==> config.mk <==
export PLATFORM = sky130hd
export DESIGN_NAME = ahb_lite_decode_mux_flat
export DESIGN_NICKNAME = d
export VERILOG_FILES = /design/src/rtl/ahb_lite_decode_mux_if.sv /design/src/rtl/ahb_lite_decode_mux.sv /design/src/flat_wrapper.sv
export SDC_FILE = /design/constraint.sdc
export NUM_CORES = 1
export LEC_CHECK = 0
export CAP_MARGIN = 20
export CELL_PAD_IN_SITES_DETAIL_PLACEMENT = 0
export CELL_PAD_IN_SITES_GLOBAL_PLACEMENT = 1
export CORE_ASPECT_RATIO = 1.1
export CORE_UTILIZATION = 14
export DETAILED_ROUTE_END_ITERATION = 10
export PLACE_DENSITY_LB_ADDON = 0.08
export SYNTH_ARGS = -nofsm -noshare
export SYNTH_HDL_FRONTEND = slang
export SYNTH_SLANG_ARGS = --single-unit
==> constraint.sdc <==
create_clock -name HCLK -period 3.72 [get_ports HCLK]
set_input_delay 0.372 -clock HCLK [delete_from_list [all_inputs] [get_ports HCLK]]
set_output_delay 0.372 -clock HCLK [all_outputs]
set_load 0.01 [all_outputs]
==> src/rtl/ahb_lite_decode_mux_if.sv <==
// rtl/ahb_lite_decode_mux_if.sv - AHB-Lite decoder/mux bus bundle
//
// Groups the master-facing and slave-facing AHB-Lite signals of the decoder.
//   slave  modport : decoder view (takes address/slave responses, drives HREADY/HRDATA/HRESP/HSEL_S)
//   master modport : environment view (drives address and slave responses)
//   HADDR[31:0], HTRANS[1:0]          master address phase
//   HREADY, HRDATA[31:0], HRESP       muxed data-phase response to master
//   HSEL_S[3:0]                       per-slave select
//   HREADYOUT_S[3:0], HRDATA_S[127:0], HRESP_S[3:0]  per-slave responses
interface ahb_lite_decode_mux_if;
    logic [31:0]  HADDR;
    logic [1:0]   HTRANS;
    logic         HREADY;
    logic [31:0]  HRDATA;
    logic         HRESP;
    logic [3:0]   HSEL_S;
    logic [3:0]   HREADYOUT_S;
    logic [127:0] HRDATA_S;
    logic [3:0]   HRESP_S;

    modport slave (
        input  HADDR, HTRANS, HREADYOUT_S, HRDATA_S, HRESP_S,
        output HREADY, HRDATA, HRESP, HSEL_S
    );

    modport master (
        output HADDR, HTRANS, HREADYOUT_S, HRDATA_S, HRESP_S,
        input  HREADY, HRDATA, HRESP, HSEL_S
    );
endinterface

==> src/rtl/ahb_lite_decode_mux.sv <==
// rtl/ahb_lite_decode_mux.sv - AHB-Lite 4-slave address decoder and response mux
//
// Decodes HADDR into a one-hot HSEL_S (lowest index wins on overlap), registers
// the select for the data phase, and muxes the selected slave's response back to
// the master. Unmapped addresses go to an internal default slave that answers
// active transfers with a two-cycle ERROR and idle/busy transfers with OKAY.
//   HCLK     clock
//   HRESETn  asynchronous active-low reset
//   bus      ahb_lite_decode_mux_if.slave (HADDR, HTRANS, HREADY, HRDATA, HRESP,
//            HSEL_S, HREADYOUT_S, HRDATA_S, HRESP_S)
module ahb_lite_decode_mux #(
    parameter logic [31:0] BASE0 = 32'h0000_0000,
    parameter logic [31:0] MASK0 = 32'hFFFF_0000,
    parameter logic [31:0] BASE1 = 32'h1000_0000,
    parameter logic [31:0] MASK1 = 32'hFFFF_0000,
    parameter logic [31:0] BASE2 = 32'h2000_0000,
    parameter logic [31:0] MASK2 = 32'hFFFF_0000,
    parameter logic [31:0] BASE3 = 32'h4000_0000,
    parameter logic [31:0] MASK3 = 32'hF000_0000
) (
    input  logic                  HCLK,
    input  logic                  HRESETn,
    ahb_lite_decode_mux_if.slave  bus
);

    typedef enum logic [1:0] {
        DS_OK   = 2'd0,
        DS_ERR1 = 2'd1,
        DS_ERR2 = 2'd2
    } ds_state_e;

    // dsel bit 4 is the default slave; bits 3:0 mirror HSEL_S
    localparam logic [4:0] DSEL_DEF = 5'b1_0000;

    logic [3:0]  dec_sel;
    logic        dec_def;
    logic        trans_active;
    logic [4:0]  dsel_q, dsel_d;
    ds_state_e   ds_state_q, ds_state_d;
    logic        ds_ready;
    logic        ds_resp;
    logic        hready;
    logic        hresp;
    logic [31:0] hrdata;

    // Priority chain makes overlapping windows resolve to the lowest index.
    always_comb begin
        dec_sel = 4'b0000;
        if ((bus.HADDR & MASK0) == BASE0) begin
            dec_sel = 4'b0001;
        end else if ((bus.HADDR & MASK1) == BASE1) begin
            dec_sel = 4'b0010;
        end else if ((bus.HADDR & MASK2) == BASE2) begin
            dec_sel = 4'b0100;
        end else if ((bus.HADDR & MASK3) == BASE3) begin
            dec_sel = 4'b1000;
        end
    end

    assign dec_def      = (dec_sel == 4'b0000);
    assign trans_active = bus.HTRANS[1];  // NONSEQ or SEQ

    assign dsel_d = hready ? {dec_def, dec_sel} : dsel_q;

    // Default-slave response, a function of state only so the HREADY feedback
    // into the next-state logic below is not a combinational loop.
    always_comb begin
        ds_ready = 1'b1;
        ds_resp  = 1'b0;
        case (ds_state_q)
            DS_ERR1: begin
                ds_ready = 1'b0;
                ds_resp  = 1'b1;
            end
            DS_ERR2: begin
                ds_ready = 1'b1;
                ds_resp  = 1'b1;
            end
            default: begin
                ds_ready = 1'b1;
                ds_resp  = 1'b0;
            end
        endcase
    end

    always_comb begin
        ds_state_d = ds_state_q;
        case (ds_state_q)
            DS_OK: begin
                if (hready && dec_def && trans_active) begin
                    ds_state_d = DS_ERR1;
                end
            end
            DS_ERR1: begin
                ds_state_d = DS_ERR2;
            end
            DS_ERR2: begin
                if (hready && dec_def && trans_active) begin
                    ds_state_d = DS_ERR1;
                end else begin
                    ds_state_d = DS_OK;
                end
            end
            default: begin
                ds_state_d = DS_OK;
            end
        endcase
    end

    always_ff @(posedge HCLK or negedge HRESETn) begin
        if (!HRESETn) begin
            dsel_q     <= DSEL_DEF;
            ds_state_q <= DS_OK;
        end else begin
            dsel_q     <= dsel_d;
            ds_state_q <= ds_state_d;
        end
    end

    always_comb begin
        hready = ds_ready;
        hresp  = ds_resp;
        hrdata = 32'h0;
        for (int i = 0; i < 4; i++) begin
            if (dsel_q[i]) begin
                hready = bus.HREADYOUT_S[i];
                hresp  = bus.HRESP_S[i];
                hrdata = bus.HRDATA_S[32*i +: 32];
            end
        end
    end

    assign bus.HSEL_S = dec_sel;
    assign bus.HREADY = hready;
    assign bus.HRESP  = hresp;
    assign bus.HRDATA = hrdata;

endmodule

==> src/flat_wrapper.sv <==
// flat-port wrapper written by rule: the top's interface ports become plain ports
module ahb_lite_decode_mux_flat 
#(
    parameter logic [31:0] BASE0 = 32'h0000_0000,
    parameter logic [31:0] MASK0 = 32'hFFFF_0000,
    parameter logic [31:0] BASE1 = 32'h1000_0000,
    parameter logic [31:0] MASK1 = 32'hFFFF_0000,
    parameter logic [31:0] BASE2 = 32'h2000_0000,
    parameter logic [31:0] MASK2 = 32'hFFFF_0000,
    parameter logic [31:0] BASE3 = 32'h4000_0000,
    parameter logic [31:0] MASK3 = 32'hF000_0000
)
  (HCLK, HRESETn, bus_HADDR, bus_HTRANS, bus_HREADYOUT_S, bus_HRDATA_S, bus_HRESP_S, bus_HREADY, bus_HRDATA, bus_HRESP, bus_HSEL_S);
  ahb_lite_decode_mux_if bus_i ();
  input  logic HCLK;
  input  logic HRESETn;
  input wire logic [$bits(bus_i.HADDR)-1:0] bus_HADDR;
  input wire logic [$bits(bus_i.HTRANS)-1:0] bus_HTRANS;
  input wire logic [$bits(bus_i.HREADYOUT_S)-1:0] bus_HREADYOUT_S;
  input wire logic [$bits(bus_i.HRDATA_S)-1:0] bus_HRDATA_S;
  input wire logic [$bits(bus_i.HRESP_S)-1:0] bus_HRESP_S;
  output wire logic [$bits(bus_i.HREADY)-1:0] bus_HREADY;
  output wire logic [$bits(bus_i.HRDATA)-1:0] bus_HRDATA;
  output wire logic [$bits(bus_i.HRESP)-1:0] bus_HRESP;
  output wire logic [$bits(bus_i.HSEL_S)-1:0] bus_HSEL_S;
  assign bus_i.HADDR = bus_HADDR;
  assign bus_i.HTRANS = bus_HTRANS;
  assign bus_i.HREADYOUT_S = bus_HREADYOUT_S;
  assign bus_i.HRDATA_S = bus_HRDATA_S;
  assign bus_i.HRESP_S = bus_HRESP_S;
  assign bus_HREADY = bus_i.HREADY;
  assign bus_HRDATA = bus_i.HRDATA;
  assign bus_HRESP = bus_i.HRESP;
  assign bus_HSEL_S = bus_i.HSEL_S;
  ahb_lite_decode_mux #(.BASE0(BASE0), .MASK0(MASK0), .BASE1(BASE1), .MASK1(MASK1), .BASE2(BASE2), .MASK2(MASK2), .BASE3(BASE3), .MASK3(MASK3)) u_core (.HCLK(HCLK), .HRESETn(HRESETn), .bus(bus_i));
endmodule
[After elaboration in Yosys (flattened, before gate mapping)]
Index checks and enable logic that the tools add are counted.
Operators by class
  equality and inequality tests: 6
  muxes and demuxes: 21
  reduce and logical (&&, ||, !) cells: 6
Operators with widths (count)
  32-bit two-way mux: 4
  32-bit zero test: 1
  16-bit by 13-bit equality test with 1-bit output, second input constant: 1
  16-bit by 14-bit equality test with 1-bit output, second input constant: 1
  4-bit two-way mux: 4
  1-bit two-way mux: 11
  2-bit one-hot mux with 3 select lines: 1
  4-bit by 3-bit equality test with 1-bit output, second input constant: 1
  4-bit zero test: 1
  2-bit by 1-bit equality test with 1-bit output, second input constant: 1
  2-bit equality test, second input constant: 1
  1-bit logical AND: 2
  2-bit zero test: 1
  2-bit two-way mux: 1
  2-bit by 1-bit != test with 1-bit output, second input constant: 1
  2-bit OR reduction: 1
Storage, ports and cells
  bits in registers: 6
  input port bits: 172
  logic and storage cells: 35

[Logic depth before layout (Yosys ltp)]
  word-level depth: 10
  gate-level depth with buffers: 7
  mapped depth without buffers: 7

[Worst setup path before layout]
OpenSTA, ideal clock, no wires.
  path type: reg-to-reg
  from: register u_core.ds_state_q[1]
  to: register u_core.ds_state_q[1]
  data arrival time: 1.717 ns
  required time: 3.592 ns
  path slack: 1.875 ns
  stages on the path, launching flop included: 8
  cell sequence: dfrtp_1 inv_1 ha_1 nor2b_1 o31ai_4 a221oi_4 o31ai_2 mux2_1
RTL lines
  start: declaration: RTL line ahb_lite_decode_mux.sv:39  | ds_state_e ds_state_q, ds_state_d;
  start signal: assignment: RTL line ahb_lite_decode_mux.sv:116  | ds_state_q <= ds_state_d;
  2-bit equality test (tied with other cells): RTL line ahb_lite_decode_mux.sv:88  | case (ds_state_q)
  2-bit one-hot mux with 3 select lines (*): RTL line ahb_lite_decode_mux.sv:88
  named net u_core.ds_state_d[1]: RTL line ahb_lite_decode_mux.sv:39
Mark *: on every way through the listed nets, which the timed path passes. The rest lies on a longest branch.
A chain may end at the register's enable or synchronous reset.

[Worst setup path in the final report]
  from: register u_core.dsel_q[0]
  to: output port bus_HRDATA[10]
Between the ends
  longest elaborated chain between the ends: 4
RTL lines
  start: declaration: RTL line ahb_lite_decode_mux.sv:38  | logic [4:0] dsel_q, dsel_d;
  start signal: assignment: RTL line ahb_lite_decode_mux.sv:115  | dsel_q <= dsel_d;
  32-bit two-way mux (4 in series): RTL line ahb_lite_decode_mux.sv:125  | if (dsel_q[i]) begin
  end: declaration: RTL line flat_wrapper.sv:23  | output wire logic [$bits(bus_i.HRDATA)-1:0] bus_HRDATA;
Every way passes these cells.

==> impl_results.md <==
* Post-synth cell types at 29
* Gate Count Post-Synth at 236
* Vias at around 2,300
* RD Place Congestion at 0.7434
* Final period util at 0.7246
* Slowest Stage Delay on Critical Path at 0.59 ns
* Top-count cell post-synth: nand2_1
* Failing checks: design-rule violations
* Worst slew margin at 0.5091
* First-pass GRT wire length at around 12,000 um
* Synth area leaders: a22oi_1, o21ai_0, a21oi_1
* Grt met3 use at 0.03247
* Starting DRT DRC Count at 110
* Row cnt at 38
* Period minus WS final at 2.695 ns
* Crit path cell chain: nor2b_2 > buf_4 > a22oi_1 > nor2_1 > a21oi_1 > o21ai_0 > clkdlybuf4s50_1
* Syn_area_per_cell at 6.007 um^2
* Ys async rst share at 1.000
* Setup crit end: bus_HRDATA[10]
* Total gr overflow at 0
* Critical path depth at 7
* Worst path bufs/invs at 2
* GR Util met1 at 0.1792
* Slew Limit Fails at 0
* Core footprint at between 9000 and 10,000 um^2
* Syn-to-layout area delta at 145.9%
* Number of synthesized flops with an enable pin at 0
* Worst Setup SP: u_core.dsel_q[0]
* Drt wl/cell at 14.86 um
* Routed WL at 7918 um
* Clk slew on worst S/H paths at roughly 0.040 ns
* Final worst slack at about 1 ns
* CP Data Arrival Time at between 2 and 2.5 ns
* Top Usage Layer GRT: met2
* Peak supply drop at 0.2249 mV
* Initial Utilization at 0.1440
* TritonCTS Buffers at 3
* Setup tns final at 0 ns
* Total track usage at 0.1437
* Family with the most delay on the worst path: buffers and inverters
* Initial antenna violation count at 0
* Post-cts resize count at 0
* First-pass iteration count of the detailed router at 8
* CTS Hold Bufs at 0
* Vias in the first global route at 2,194
* Nets at 590
* Yosys reg bits at 6
* Min-Delay Path Class: in -> async
* Flop2flop setup slack at 1.64 ns
* CP max FO at 31
* Die width at 97.95 um
* Syn nets at 412
* Cell taking the most area after synthesis: a22oi_1
* Crit end category: primary output
* Yosys warns at 0
* Ant. Diodes at 0
* Share of layout cells above drive strength 1 at 0.04358
* Setup Buffers After CTS at 0
* PwrDens at 170.1 nW/um^2
* DP Worst Slack at 1.075 ns
* Final setup vio count at 0
* Die Y at 107.5 um
* Top_reg_cell synth: dfrtp_1
* Vias per cell at 4.385
* Max cap viols at 0
* I/O Buffers at 192
* Root Buffer: clkbuf_8
* Die ar. at 10,530 um^2
* Crit Reg-Reg Endpoint: u_core.ds_state_q[1]
* Area share of the largest cell type after synthesis at 0.1642
* R2r worst-path depth at 5
* CTS max path bufs at 2
* Critical R2R Launch: u_core.dsel_q[2]
* Final hold vios at 0
* Met2 usage in global routing at 0.2621
* DRC at 19
* Req. time, crit path at ~3.4 ns
* Leakage at about 1.2 nW
* Top cells by count, synth: nand2_1, nor2_1, o21ai_0
* Synthesized area at 1418 um^2
* Clock sinks at 6
* Largest net degree at the start of global routing at between 40 and 50
* Clock Skew at 0.006674 ns
* Register area share after synthesis at 0.1059
* I/O Pins at 210
* Post-route ant nets at 0
* RSZ-0062 raised after global routing: no
* CP startpoint kind: register
* TritonCTS clock tree: done
* Critical path's slowest cell: clkdlybuf4s50_1
* Kind of critical path: reg -> out
* Worst Max-Slew Pin Slew at ~0.74 ns
* Dpl hpwl at 6097 um
* Status: complete, but fails checks
* H-tree depth at 1
* Clk Latency, worst-skew pair at approximately 0.22 ns
* Fmax at 371.0 MHz
[kinds of logic after synthesis]
| family | count (synthesis) | synth area share |
|---|---|---|
| adders and majority gates | 4 | 0.03531 |
| buffers and inverters | 27 | 0.07855 |
| and+or+nand+nor | 88 | 0.2657 |
| DFF | 6 | 0.1059 |
| muxes | 7 | 0.05296 |
| AOI/OAI and AO/OA | 104 | 0.4616 |
[worst min path at each step]
stage,startpoint,slack [ns],to
5_1_grt,HRESETn,0.42,u_core.dsel_q[1]
3_5_place_dp,u_core.ds_state_q[1],0.56,u_core.ds_state_q[1]
4_1_cts,HRESETn,0.40,u_core.dsel_q[1]
6_report,HRESETn,0.40,u_core.dsel_q[1]
3_3_place_gp,u_core.ds_state_q[1],0.54,u_core.ds_state_q[1]
2_1_floorplan,HRESETn,0.08,u_core.ds_state_q[0]
[flip-flops by register name (all words and copies together), names as in the netlist]
signal and cells:
u_core.dsel_q 4, u_core.ds_state_q 2
[layer usage]
metal	wire length [um]	part of all wire
met4	0	0
met5	0	0
met2	3864	0.49
met3	832	0.11
met1	3221	0.41
[where the power goes]
part,switching [mW],internal (mW)
combinational,0.134,0.261
sequential,0.0207,0.0756
clock,0.0282,0.0737
[layout by cell type, fill, tap and decap left out, types with 2 or more instances in the layout]
master           count
nor4_1               3
mux2i_1              3
ha_1                 4
o21ai_0             35
a21oi_1             34
dfrtp_1              4
clkdlybuf4s50_1    192
nor2_1              35
buf_4                3
inv_1                4
nand2_1             40
mux2_2               3
dfrtp_2              2
clkbuf_8             3
a22oi_1             31
nor3b_1              2
[cell type report]
type | instances | area, um^2
Inverter | 4 | 15.01
Timing Repair Buffer | 196 | 1964
Fill cell | 1076 | 6356
Multi-Input combinational cell | 203 | 1159
Clock buffer | 4 | 45.04
Sequential cell | 6 | 152.6
Tap cell | 120 | 150.1
[through the flow]
stage / utilization / hold WS [ns] / power (mW) / area, um^2 / instances
global route: 0.3542 / 0.4168 / 0.6449 / 3486 / 533
finish: 0.3542 / 0.3952 / 0.5929 / 3486 / 533
CTS: 0.3542 / 0.4022 / 0.6046 / 3486 / 533
detailed placement: 0.3496 / 0.5587 / 0.4975 / 3441 / 529
floorplan: - / 0.07641 / 0.2380 / 1418 / 236
global placement: 0.3496 / 0.5442 / 0.4933 / 3441 / 529
(Power assumes the default switching activity.)
